File: config.mk
export PLATFORM = sky130hd
export DESIGN_NAME = ssg_channel_mixer
export DESIGN_NICKNAME = d
export VERILOG_FILES = /design/src/rtl/ssg_mix_pkg.sv /design/src/rtl/ssg_mix_channel.sv /design/src/rtl/ssg_channel_mixer.sv
export SDC_FILE = /design/constraint.sdc
export NUM_CORES = 1
export LEC_CHECK = 0
export CORE_MARGIN = 2
export CORE_UTILIZATION = 31
export DETAILED_ROUTE_END_ITERATION = 16
export GPL_TIMING_DRIVEN = 0
export PLACE_DENSITY = 0.54
export SLEW_MARGIN = 10
export SYNTH_ARGS = -nofsm -noshare
export SYNTH_HDL_FRONTEND = slang
export SYNTH_HIERARCHICAL = 1
export SYNTH_SLANG_ARGS = --single-unit
File: constraint.sdc
create_clock -name clk_i -period 3.4 [get_ports clk_i]
set_input_delay 0.51 -clock clk_i [delete_from_list [all_inputs] [get_ports clk_i]]
set_output_delay 0.51 -clock clk_i [all_outputs]
set_load 0.02 [all_outputs]
File: src/rtl/ssg_mix_pkg.sv
// Shared types and constants for the SSG channel mixer and its per-channel slices.
package ssg_mix_pkg;

   typedef enum logic [1:0] {
      IDLE = 2'd0,
      UP   = 2'd1,
      HOLD = 2'd2,
      DOWN = 2'd3
   } ramp_state_e;

   // Per-channel Status field is {enable, noise_sel}
   localparam int ENABLE_BIT = 1;
   localparam int NOISE_BIT  = 0;

   localparam int DEF_SAMPLE_W = 6;
   localparam int DEF_VOL_W    = 4;

endpackage

File: src/rtl/ssg_mix_channel.sv
// One mixer channel: source select, click-free gain ramp and scaled sample register.
// Updates only on strobe; one register stage, no backpressure.
module ssg_mix_channel
   import ssg_mix_pkg::*;
#(
   parameter int SAMPLE_W = DEF_SAMPLE_W,
   parameter int VOL_W    = DEF_VOL_W
) (
   input  logic                clk_i,
   input  logic                rst_n_i,
   input  logic                strobe_i,
   input  logic [SAMPLE_W-1:0] wave_i,
   input  logic [SAMPLE_W-1:0] noise_i,
   input  logic [1:0]          status_i,
   input  logic [VOL_W-1:0]    volume_i,
   output logic [SAMPLE_W-1:0] scaled_o,
   output logic                active_o
);

   localparam int              PROD_W   = SAMPLE_W + VOL_W;
   localparam logic [VOL_W-1:0] GAIN_ONE = {{(VOL_W-1){1'b0}}, 1'b1};

   ramp_state_e         state_q, state_d;
   logic [VOL_W-1:0]    gain_q, gain_d;
   logic [VOL_W-1:0]    target;
   logic [SAMPLE_W-1:0] src;
   logic [SAMPLE_W-1:0] scaled_q, scaled_d;
   logic [PROD_W-1:0]   prod;
   logic                enable, up, down;

   assign enable = status_i[ENABLE_BIT];
   assign target = enable ? volume_i : '0;
   assign up     = target > gain_q;
   assign down   = target < gain_q;

   // Disabling silences the channel at once; the gain ramp only tracks re-enable continuity
   always_comb begin
      src = '0;
      if (enable) begin
         src = status_i[NOISE_BIT] ? noise_i : wave_i;
      end
   end

   assign prod     = {{VOL_W{1'b0}}, src} * {{SAMPLE_W{1'b0}}, gain_q};
   assign scaled_d = prod[PROD_W-1:VOL_W];

   always_ff @(posedge clk_i or negedge rst_n_i) begin
      if (!rst_n_i) begin
         state_q <= IDLE;
      end else if (strobe_i) begin
         state_q <= state_d;
      end
   end

   always_comb begin
      state_d = state_q;
      case (state_q)
         IDLE: if (up) state_d = UP;
         UP: begin
            if (down)                                  state_d = DOWN;
            else if (!up || (gain_q + GAIN_ONE == target)) state_d = HOLD;
         end
         HOLD: begin
            if (up)        state_d = UP;
            else if (down) state_d = DOWN;
         end
         DOWN: begin
            if (up)                               state_d = UP;
            else if (!down)                       state_d = (gain_q == '0) ? IDLE : HOLD;
            else if (gain_q - GAIN_ONE == '0)     state_d = IDLE;
            else if (gain_q - GAIN_ONE == target) state_d = HOLD;
         end
         default: state_d = IDLE;
      endcase
   end

   always_comb begin
      gain_d = gain_q;
      if (up)        gain_d = gain_q + GAIN_ONE;
      else if (down) gain_d = gain_q - GAIN_ONE;
   end

   // Scaled uses the gain from before this strobe's step
   always_ff @(posedge clk_i or negedge rst_n_i) begin
      if (!rst_n_i) begin
         gain_q   <= '0;
         scaled_q <= '0;
      end else if (strobe_i) begin
         gain_q   <= gain_d;
         scaled_q <= scaled_d;
      end
   end

   assign scaled_o = scaled_q;
   assign active_o = |gain_q;

endmodule

File: src/rtl/ssg_channel_mixer.sv
// Mixes NUM_CH ramped, volume-scaled channels into one sample; optional ChannelOut under SSG_MIX_CHOUT_EN.
// Strobe to MixValid is two edges, one sample per cycle, no backpressure.
module ssg_channel_mixer
   import ssg_mix_pkg::*;
#(
   parameter  int NUM_CH   = 4,
   parameter  int SAMPLE_W = DEF_SAMPLE_W,
   parameter  int VOL_W    = DEF_VOL_W,
   localparam int SUM_W    = SAMPLE_W + $clog2(NUM_CH)
) (
   input  logic                       clk_i,
   input  logic                       rst_n_i,
   input  logic                       sample_strobe_i,
   input  logic [NUM_CH*SAMPLE_W-1:0] waveforms_i,
   input  logic [SAMPLE_W-1:0]        noise_i,
   input  logic [2*NUM_CH-1:0]        status_i,
   input  logic [NUM_CH*VOL_W-1:0]    volume_i,
   output logic [SUM_W-1:0]           mix_out_o,
   output logic                       mix_valid_o,
`ifdef SSG_MIX_CHOUT_EN
   output logic [NUM_CH*SAMPLE_W-1:0] channel_out_o,
`endif
   output logic [NUM_CH-1:0]          channel_active_o
);

   logic [SAMPLE_W-1:0] scaled [NUM_CH];
   logic [SUM_W-1:0]    sum_d;
   logic [SUM_W-1:0]    mix_q;
   logic                vld1_q, mix_vld_q;

   for (genvar i = 0; i < NUM_CH; i++) begin : g_ch
      ssg_mix_channel #(
         .SAMPLE_W (SAMPLE_W),
         .VOL_W    (VOL_W)
      ) u_ch (
         .clk_i    (clk_i),
         .rst_n_i  (rst_n_i),
         .strobe_i (sample_strobe_i),
         .wave_i   (waveforms_i[i*SAMPLE_W +: SAMPLE_W]),
         .noise_i  (noise_i),
         .status_i (status_i[2*i +: 2]),
         .volume_i (volume_i[i*VOL_W +: VOL_W]),
         .scaled_o (scaled[i]),
         .active_o (channel_active_o[i])
      );
`ifdef SSG_MIX_CHOUT_EN
      assign channel_out_o[i*SAMPLE_W +: SAMPLE_W] = scaled[i];
`endif
   end

   // SUM_W carries log2(NUM_CH) headroom bits, so the sum cannot wrap
   always_comb begin
      sum_d = '0;
      for (int i = 0; i < NUM_CH; i++) begin
         sum_d = sum_d + SUM_W'(scaled[i]);
      end
   end

   always_ff @(posedge clk_i or negedge rst_n_i) begin
      if (!rst_n_i) begin
         vld1_q    <= 1'b0;
         mix_vld_q <= 1'b0;
         mix_q     <= '0;
      end else begin
         vld1_q    <= sample_strobe_i;
         mix_vld_q <= vld1_q;
         if (vld1_q) begin
            mix_q <= sum_d;
         end
      end
   end

   assign mix_out_o   = mix_q;
   assign mix_valid_o = mix_vld_q;

endmodule

; ---- Word level (Yosys, flattened, before mapping)
; Index checks and enable logic that the tools add are counted.
[word_totals]
ff_bits = 50
inputBits = 57
out_inout_bits = 13
elab_cells = 66
[op_classes]
add_sub_neg = 11
multipliers = 4
magnitude_cmp = 8
n_mux = 20
n_reduce_logical = 12
[op_table]
columns = cell, count
row1 = $mux 4, 12
row2 = $mux 6, 8
row3 = $mul 6x4->10, 4
row4 = $add 4x1->4 const B, 4
row5 = $gt 4x4->1, 4
row6 = $lt 4x4->1, 4
row7 = $reduce_or 4->1, 4
row8 = $sub 4x1->4 const B, 4
row9 = $add 7x6->8, 1
row10 = $add 8x6->8, 1
row11 = $reduce_and 2->1, 4
row12 = $reduce_bool 2->1, 4
row13 = $add 6x6->7, 1

; ---- Logic depth before layout (Yosys ltp)
; Gate-level depths: netlist (run 1).
[depth]
ltp_word = 4
depth_mapped = 14
ltp_nobuf = 13

; ---- By module
; Netlist (run 1), hierarchy kept.
[by_module_without_submodules]
columns = mod, instances, cells_per_inst, area_each_um2
row1 = ssg_mix_channel (g_ch[0].u_ch ...), 2, 157, 1372.6
row2 = ssg_mix_channel (g_ch[1].u_ch), 1, 172, 1519.0
row3 = ssg_mix_channel (g_ch[3].u_ch), 1, 164, 1443.9
row4 = ssg_channel_mixer, 1, 88, 907.1

; ---- Worst setup path after synthesis (run 1)
; OpenSTA, ideal clock, no wires.
[synth_path]
kind = input to register
from = in status_i[6]
to = reg g_ch[3].u_ch.scaled_q[4]
arrival_time_ns = 3.649
required_time_ns = 3.269
slack_ns = -0.380
cell_stages = 13
path_buffers = 2
cell_sequence = buf_6 -> mux2i_1 -> and2b_1 -> and2_1 -> fa_1 -> inv_1 -> fa_1 -> inv_1 -> ha_1 -> clkbuf_1 -> a211o_1 -> o2111a_1 -> or3_1
[synth_via]
elab_chain_len = 3
[synth_rtl]
columns = item, line
row1 = from (decl), ssg_channel_mixer.sv:16  ; input logic [2*NUM_CH-1:0] status_i,
row2 = $mux 6, ssg_mix_channel.sv:40  ; src = status_i[NOISE_BIT] ? noise_i : wave_i;
row3 = $mux 6, ssg_mix_channel.sv:39  ; if (enable) begin
row4 = $mul 6x4->10, ssg_mix_channel.sv:44  ; assign prod = {{VOL_W{1'b0}}, src} * {{SAMPLE_W{1'b0}}, gain_q};
row5 = to (signal assigned), ssg_mix_channel.sv:90  ; scaled_q <= scaled_d;
row6 = to (decl), ssg_mix_channel.sv:27  ; logic [SAMPLE_W-1:0] scaled_q, scaled_d;
; Every way passes these cells.
; A chain may end at the register's enable or synchronous reset.

; ---- Worst setup path in the final report (run 1)
[layout_path]
from = in waveforms_i[6]
to = reg g_ch[1].u_ch.scaled_q[4]
[layout_via]
elab_chain_len = 3
[layout_rtl]
columns = item, line
row1 = from (decl), ssg_channel_mixer.sv:14  ; input logic [NUM_CH*SAMPLE_W-1:0] waveforms_i,
row2 = $mux 6, ssg_mix_channel.sv:40
row3 = $mux 6, ssg_mix_channel.sv:39
row4 = $mul 6x4->10, ssg_mix_channel.sv:44
row5 = to (signal assigned), ssg_mix_channel.sv:90
row6 = to (decl), ssg_mix_channel.sv:27
; Every way passes these cells.

==> reports/qor.txt, run 1 <==
Critical Path AT: 3.46 ns
Total track usage: 14.9%
Post-place setup slack: -1.17 ns
Synthesized cell area: 6620 µm²
DR WL/cell: 14.3 µm
Final Non-Filler Cells: 1123
TNS Setup: 0 ns
Routed vias: 5480
Ys async rst share: 100%
Final net count: 1027
Worst Max-Slew Pin Slew: 0.535 ns
Post-Synth XOR/XNOR Area: 2.52%
Max Clock Freq: 0.304 GHz
Clock Path Buffers: 2
RR Startpoint: g_ch[1].u_ch/gain_q[1]
Iter 0 DRT Violations: 217
Routability cong.: 0.781
R2r setup slk: 0.15 ns
Hold Fails Final Rpt: 0
Commonest non-fill, non-tap cell in the layout: inv_1
Vias/cell: 4.88
Die Area: 22500 µm²
Leading area contributor after synthesis: dfrtp_1
Io pins: 70
Max Cap Viol: 0
Worst Reg-to-Reg Cells: 11
RSZ-0062 raised after global routing: true
Row cnt: 53
Clk_skew: 0.00477 ns
Final ANT Viol Nets: 0
Ys Warns: 6
Min cycle time layout: 3.29 ns
Register Area: 1250 µm²
Simple logic cell fraction of the synthesized area: 20.4%
H-tree levels: 2
Top FF cell, synth: dfrtp_1
Syn Area/Cell: 8.96 µm²
Hold buffers post-CTS: 0
Yosys cell types: 67
CP startpoint kind: primary input
DIE HEIGHT: 150 µm
CTS Sinks: 50
Worst hold path class: in2async
Core box area: 21000 µm²
Drt pass-1 iters: 5
Worst slew margin: 64.2%
Cells after synthesis: 738
Syn Nets: 918
Leak: 4.14 nW
Largest net degree at the start of global routing: 32
Status: finished, final reports clean
Total power: 6.55 mW
Area growth syn-to-layout: 30.7%
Global-route wire length before repair: 26.9 mm
Global route total overflow: 0
Initial Util: 31.6%
Initial antenna violation count: 0
Yosys top cell area share: 18.9%
Adder-cell share of the synthesized area: 28.3%
R2r endpoint: g_ch[1].u_ch/scaled_o[4]
Vias in the first global route: 5536
Die X: 150 µm
PnR worst setup slack: 0.106 ns
CTS tree: built
Synth Area in Compound Gates: 14.0%
Clock Latency Late Sink: 0.31 ns
Clock transition at path regs: 0.07 ns
Post-synthesis mux area share: 8.17%
Worst Setup End Kind: flip-flop
Area taken by multi-input logic gates: 5370 µm²
WP data required: 3.57 ns
# setup viols final: 0
Detailed Place HPWL: 12.7 mm
Share of cells above drive strength 1: 22.4%
Commonest non-fill, non-tap cells in the layout: inv_1 (92), nand2_1 (74), ha_1 (65)
Slew Viols, Final: 0
Post-synth EDFFs: 0
Worst-path maximum fanout: 3
Ant diodes: 0
IO Port Bufs: 65
WHS: 0.152 ns
Synth area leaders: dfrtp_1 (19%), ha_1 (15%), fa_1 (13%)
TritonCTS Buffers: 5
Power per cell area: 758 nW/µm²
DRC violations left: 0
Cells after DPL: 1079
Routed WL: 16.1 mm
Proportion of synthesized chip area in sequential cells: 18.9%
Largest family of logic cells by synthesized area: adder cells
Setup CP Type: in2reg
Synthesized flop and latch total: 50
Fill cells: 2147
Worst vdd ir: 407 µV
Clk root buf: clkbuf_16
Final period util: 96.9%
sequential cells by signal, indices dropped and copies added, names as in the netlist:
| register | count |
|---|---|
| mix_valid_o | 1 |
| vld1_q | 1 |
| g_ch.u_ch/scaled_o | 24 |
| mix_out_o | 8 |
| g_ch.u_ch/gain_q | 16 |
synth_stat cells (5+ instances only):
master	instances
a21oi_1	19
or4_1	7
dfrtp_1	50
inv_1	103
xnor2_1	14
and3_1	6
a221oi_1	7
nor2b_1	21
nand2_1	83
a221o_1	5
a211oi_1	5
nor2_1	21
or3_1	5
o211ai_1	10
nand3b_1	5
o21ai_0	15
a21o_1	15
and2_1	48
a211o_1	6
nand3_1	13
ha_1	79
mux2i_1	34
o2111a_1	5
nand2b_1	6
clkbuf_1	14
fa_1	44
o21a_1	6
xor2_1	5
mux2_2	12
nand4_1	7
routing by layer:
layer | up-vias | part of all wire, % | GRT usage, %
met5 | - | 0 | 0
met4 | 0 | 0.75 | 2.69
met3 | 8 | 2.7 | 2.26
met2 | 67 | 50 | 26.7
met1 | 2649 | 46 | 19.2
li1 | 2756 | - | -
how the worst max path moves through the flow:
| stage | end | slack [ns] | startpoint |
|---|---|---|---|
| 3_3_place_gp | g_ch[3].u_ch/scaled_o[4] | -1.16 | noise_i[0] |
| 2_1_floorplan | g_ch[3].u_ch/scaled_o[4] | -0.08 | status_i[6] |
| 6_report | g_ch[1].u_ch/scaled_o[4] | 0.11 | waveforms_i[6] |
| 3_5_place_dp | g_ch[0].u_ch/scaled_o[5] | -1.17 | noise_i[0] |
| 4_1_cts | g_ch[3].u_ch/scaled_o[4] | -0.01 | waveforms_i[21] |
| 5_1_grt | g_ch[2].u_ch/scaled_o[4] | -0.04 | noise_i[4] |
kinds of logic (layout without fill, tap and decap cells):
family                     count (synthesis)  count (layout)
and+or+nand+nor                          248             248
buffers and inverters                    127             237
DFF                                       50              50
AOI/OAI and AO/OA                        120             120
muxes                                     51              51
adders and majority gates                123             123
xor gates and xnor gates                  19              19
metrics by stage:
stage	instance area [µm²]	util [%]
finish	8650	41.3
CTS	8330	39.8
floorplan	6840	-
global route	8650	41.3
global placement	7830	37.4
detailed placement	7850	37.5
worst max-delay path, stage by stage:
cell	delay (ns)
dlygate4sd2_1	0.25
mux2i_4	0.15
and2b_2	0.25
nand2_2	0.07
fa_1	0.43
fa_1	0.53
inv_2	0.04
ha_4	0.26
nand4_4	0.11
o41a_1	0.44
a221oi_2	0.28
o221ai_1	0.13
layout make-up:
class                      count  area share (%)
clock inverter                 3           0.550
timing repair buffer         105            10.9
sequential                    50            14.5
buffer                        18            1.92
tap                          275            3.98
clock buffer                   5            1.45
inverter                     106            4.60
multi-input combinational    561            62.1
repair_timing:
action / CTS / global route
pin swaps: 26 / 44
buffers inserted: 18 / 20
endpoints found under the setup margin: 26 / 22
gates cloned: 1 / 0
resized for setup: 93 / 69
power breakdown:
part           switching (mW)  total [mW]  leakage, nW  internal, mW
logic                    2.38        4.74         3.45          2.36
registers               0.319        1.20        0.608         0.880
clock network           0.259       0.611       0.0844         0.352
total                    2.96        6.55         4.14          3.59
Power figures use the tool's default switching activity.
==> run 2, diff against run 1 <==
--- a/config.mk
+++ b/config.mk
@@ -5,6 +5,7 @@
 export SDC_FILE = /design/constraint.sdc
 export NUM_CORES = 1
 export LEC_CHECK = 0
+export ABC_AREA = 1
 export CORE_MARGIN = 2
 export CORE_UTILIZATION = 31
 export DETAILED_ROUTE_END_ITERATION = 16
==> run 2 against run 1 <==
  * Via count rose by 1.5%
  * Clock power fell by 15%
  * Final cell count rose by 11%
  * Sequential power shrank 3%
  * Combinational power is 16% lower
  * Worst setup slack improved by 0.028 ns
  * Sequential cell count stayed put
  * Wire length down 5.3%
  * Clock-buffer cell count is the same
  * Clock skew is essentially flat
  * Register-to-register slack improved by 0.16 ns
  * First-iteration DRC count is 3.2% lower
  * Critical endpoint is now g_ch[0].u_ch/scaled_o[4]
  * Largest power group unchanged
==> reports/qor.txt, run 2 <==
Die X: 148 µm
Commonest non-fill, non-tap cell in the layout: nand2_1
Syn Area/Cell: 7.22 µm²
Final period util: 96.0%
Slew Viols, Final: 0
Core box area: 20200 µm²
Worst Setup End Kind: flip-flop
Worst hold path class: in2async
Synthesized flop and latch total: 50
Commonest cells post-synth: nand2_1 (224), inv_1 (163), ha_1 (79)
Switching Power: 2.84 mW
Leading area contributor after synthesis: dfrtp_1
Switching Fraction: 50.4%
Synth area leaders: dfrtp_1 (20%), ha_1 (15%), fa_1 (14%)
Clk_skew: 0.00464 ns
Initial Util: 31.6%
Leak: 4.18 nW
Detailed Place HPWL: 12.1 mm
Commonest non-fill, non-tap cells in the layout: nand2_1 (224), inv_1 (163), ha_1 (72)
Io pins: 70
# setup viols final: 0
CTS tree: built
WP data required: 3.58 ns
Vias in the first global route: 5580
CP startpoint kind: primary input
TritonCTS Buffers: 5
Ys Warns: 6
Final ANT Viol Nets: 0
Worst slew margin: 21.6%
Reg power frac: 20.5%
Slowest stage cell on the critical path: fa_1
Initial antenna violation count: 0
Synthesized cell area: 6400 µm²
Hold Fails Final Rpt: 0
Proportion of synthesized chip area in sequential cells: 19.5%
Worst-path maximum fanout: 4
Final instance area: 7920 µm²
Area growth syn-to-layout: 23.7%
Routed WL: 15.3 mm
Total track usage: 14.3%
Max Clock Freq: 0.306 GHz
Final net count: 1156
Worst Reg-to-Reg Cells: 16
Drt pass-1 iters: 4
H-tree levels: 2
Clock Path Buffers: 2
Yosys cell types: 26
Routed vias: 5564
Fill cells: 2125
Clk pwr share: 9.2%
Global-route wire length before repair: 25.6 mm
Cells after synthesis: 886
Logic gate share of total power: 70.2%
Global route total overflow: 0
Ys async rst share: 100%
Min cycle time layout: 3.27 ns
Vias/cell: 4.46
DR WL/cell: 12.2 µm
Clock transition at path regs: 0.07 ns
Syn Nets: 1066
Worst vdd ir: 290 µV
Ant diodes: 0
CP max stage delay: 0.54 ns
Worst Max-Slew Pin Slew: 1.17 ns
WHS: 0.151 ns
Largest net degree at the start of global routing: 35
DRC violations left: 0
Clock Latency Late Sink: 0.30 ns
IO Port Bufs: 65
Post-synth EDFFs: 0
Most common cell in the netlist: nand2_1
Max reg flops: 24
Crit-path cells: clkdlybuf4s50_1 -> nor2_1 -> nor3_2 -> nand2_1 -> fa_1 -> fa_1 -> inv_1 -> ha_4 -> a21oi_4 -> o21bai_1 -> a21oi_1 -> nand3_1 -> nand3_1 -> nand2_1
Setup CP Type: in2reg
Share of cells above drive strength 1: 14.5%
Int Pwr: 2.79 mW
Power per cell area: 712 nW/µm²
Row cnt: 52
CTS Sinks: 50
Max Cap Viol: 0
Routability cong.: 0.850
Hold buffers post-CTS: 0
Die Area: 21800 µm²
Placed Area: 7400 µm²
Status: finished, final reports clean
Iter 0 DRT Violations: 210
Critical Path AT: 3.45 ns
DIE HEIGHT: 148 µm
Clk root buf: clkbuf_16
Top FF cell, synth: dfrtp_1
Yosys top cell area share: 19.5%
[run 2: cell types whose count changed in the layout (fill, tap and decap cells not counted), sizes merged, moves of 36 or more]
cell / before / now
mux2i: 36 / 0
nor2: 21 / 77
inv: 105 / 188
nand3: 13 / 58
nand2: 83 / 240
and2: 48 / 0
[run 2: power by group through the flow]
| stage | Combinational (mW) | Sequential [mW] | Clock (mW) |
|---|---|---|---|
| final | 3.96 | 1.16 | 0.519 |
| after global routing | 4.64 | 1.20 | 0.560 |
| after CTS | 3.79 | 1.16 | 0.538 |
| after detailed placement | 3.72 | 1.17 | 0 |
| after global placement | 3.68 | 1.17 | 0 |
| after floorplan | 2.88 | 1.11 | 0 |
[run 2: metrics by stage]
step	setup slack [ns]	cells	TNS [ns]	utilization, %	power (mW)
finish	0.134	1247	0	39.1	5.64
global route	-0.0192	1247	-0.0357	39.1	6.40
CTS	-0.00658	1236	-0.00658	37.9	5.49
detailed placement	-0.854	1222	-12.80	36.6	4.90
global placement	-0.855	1221	-12.98	36.5	4.84
floorplan	0.0809	886	0	-	3.99
[run 2: cell type report]
type	instances	area, µm²	share of cell area [%]
Inverter	191	717	9.06
Clock inverter	3	25.0	0.316
Clock buffer	5	125	1.58
Timing Repair Buffer	83	769	9.72
Buffer	5	35.0	0.442
Sequential cell	50	1250	15.8
Multi-Input combinational cell	640	4660	58.8
Tap cell	270	338	4.27
[run 2: path summary, 6_finish.rpt]
check / to / slack (ns) / startpoint
min in group clk_i: mix_out_o[3] / 0.48 / mix_out_o[3]
worst min register to register: mix_out_o[3] / 0.48 / mix_out_o[3]
max in group asynchronous: g_ch[3].u_ch/scaled_o[4] / 2.72 / rst_n_i
worst min-delay path: mix_out_o[4] / 0.15 / rst_n_i
worst max-delay path: g_ch[0].u_ch/scaled_o[4] / 0.13 / waveforms_i[4]
worst max register to register: g_ch[3].u_ch/scaled_o[5] / 0.31 / g_ch[3].u_ch/gain_q[1]
[run 2: worst max-delay path: cells and delay by family]
family,cells,cell delay [ns]
simple gates,6,0.71
buf+inv,2,0.51
fa+ha+maj,3,1.29
compound gates,3,0.44
[run 2: repair_timing]
item	in CTS	in global routing
hold endpoints to repair	0	0
buffers inserted	6	11
resized for setup	29	37
endpoints found under the setup margin	20	12
pin swaps	0	33
[run 2: routing by layer]
layer	track usage (%)	wire, µm	share of wire (%)	vias up
li1	-	-	-	2948
met1	18.9	7530	49	2532
met2	25.0	7120	47	69
met3	1.79	349	2.3	15
met4	2.88	258	1.7	0
met5	0	0	0	-
[run 2: cell families (layout without fill, tap and decap cells)]
family,count (synthesis),in the layout,share of synthesized area (%)
AO/OA/AOI/OAI,72,72,6.02
XOR/XNOR,22,22,3.01
adder cells (fa/ha/maj),123,123,29.2
buffers and inverters,196,287,11.7
flip-flops,50,50,19.5
AND/OR/NAND/NOR,423,423,30.5
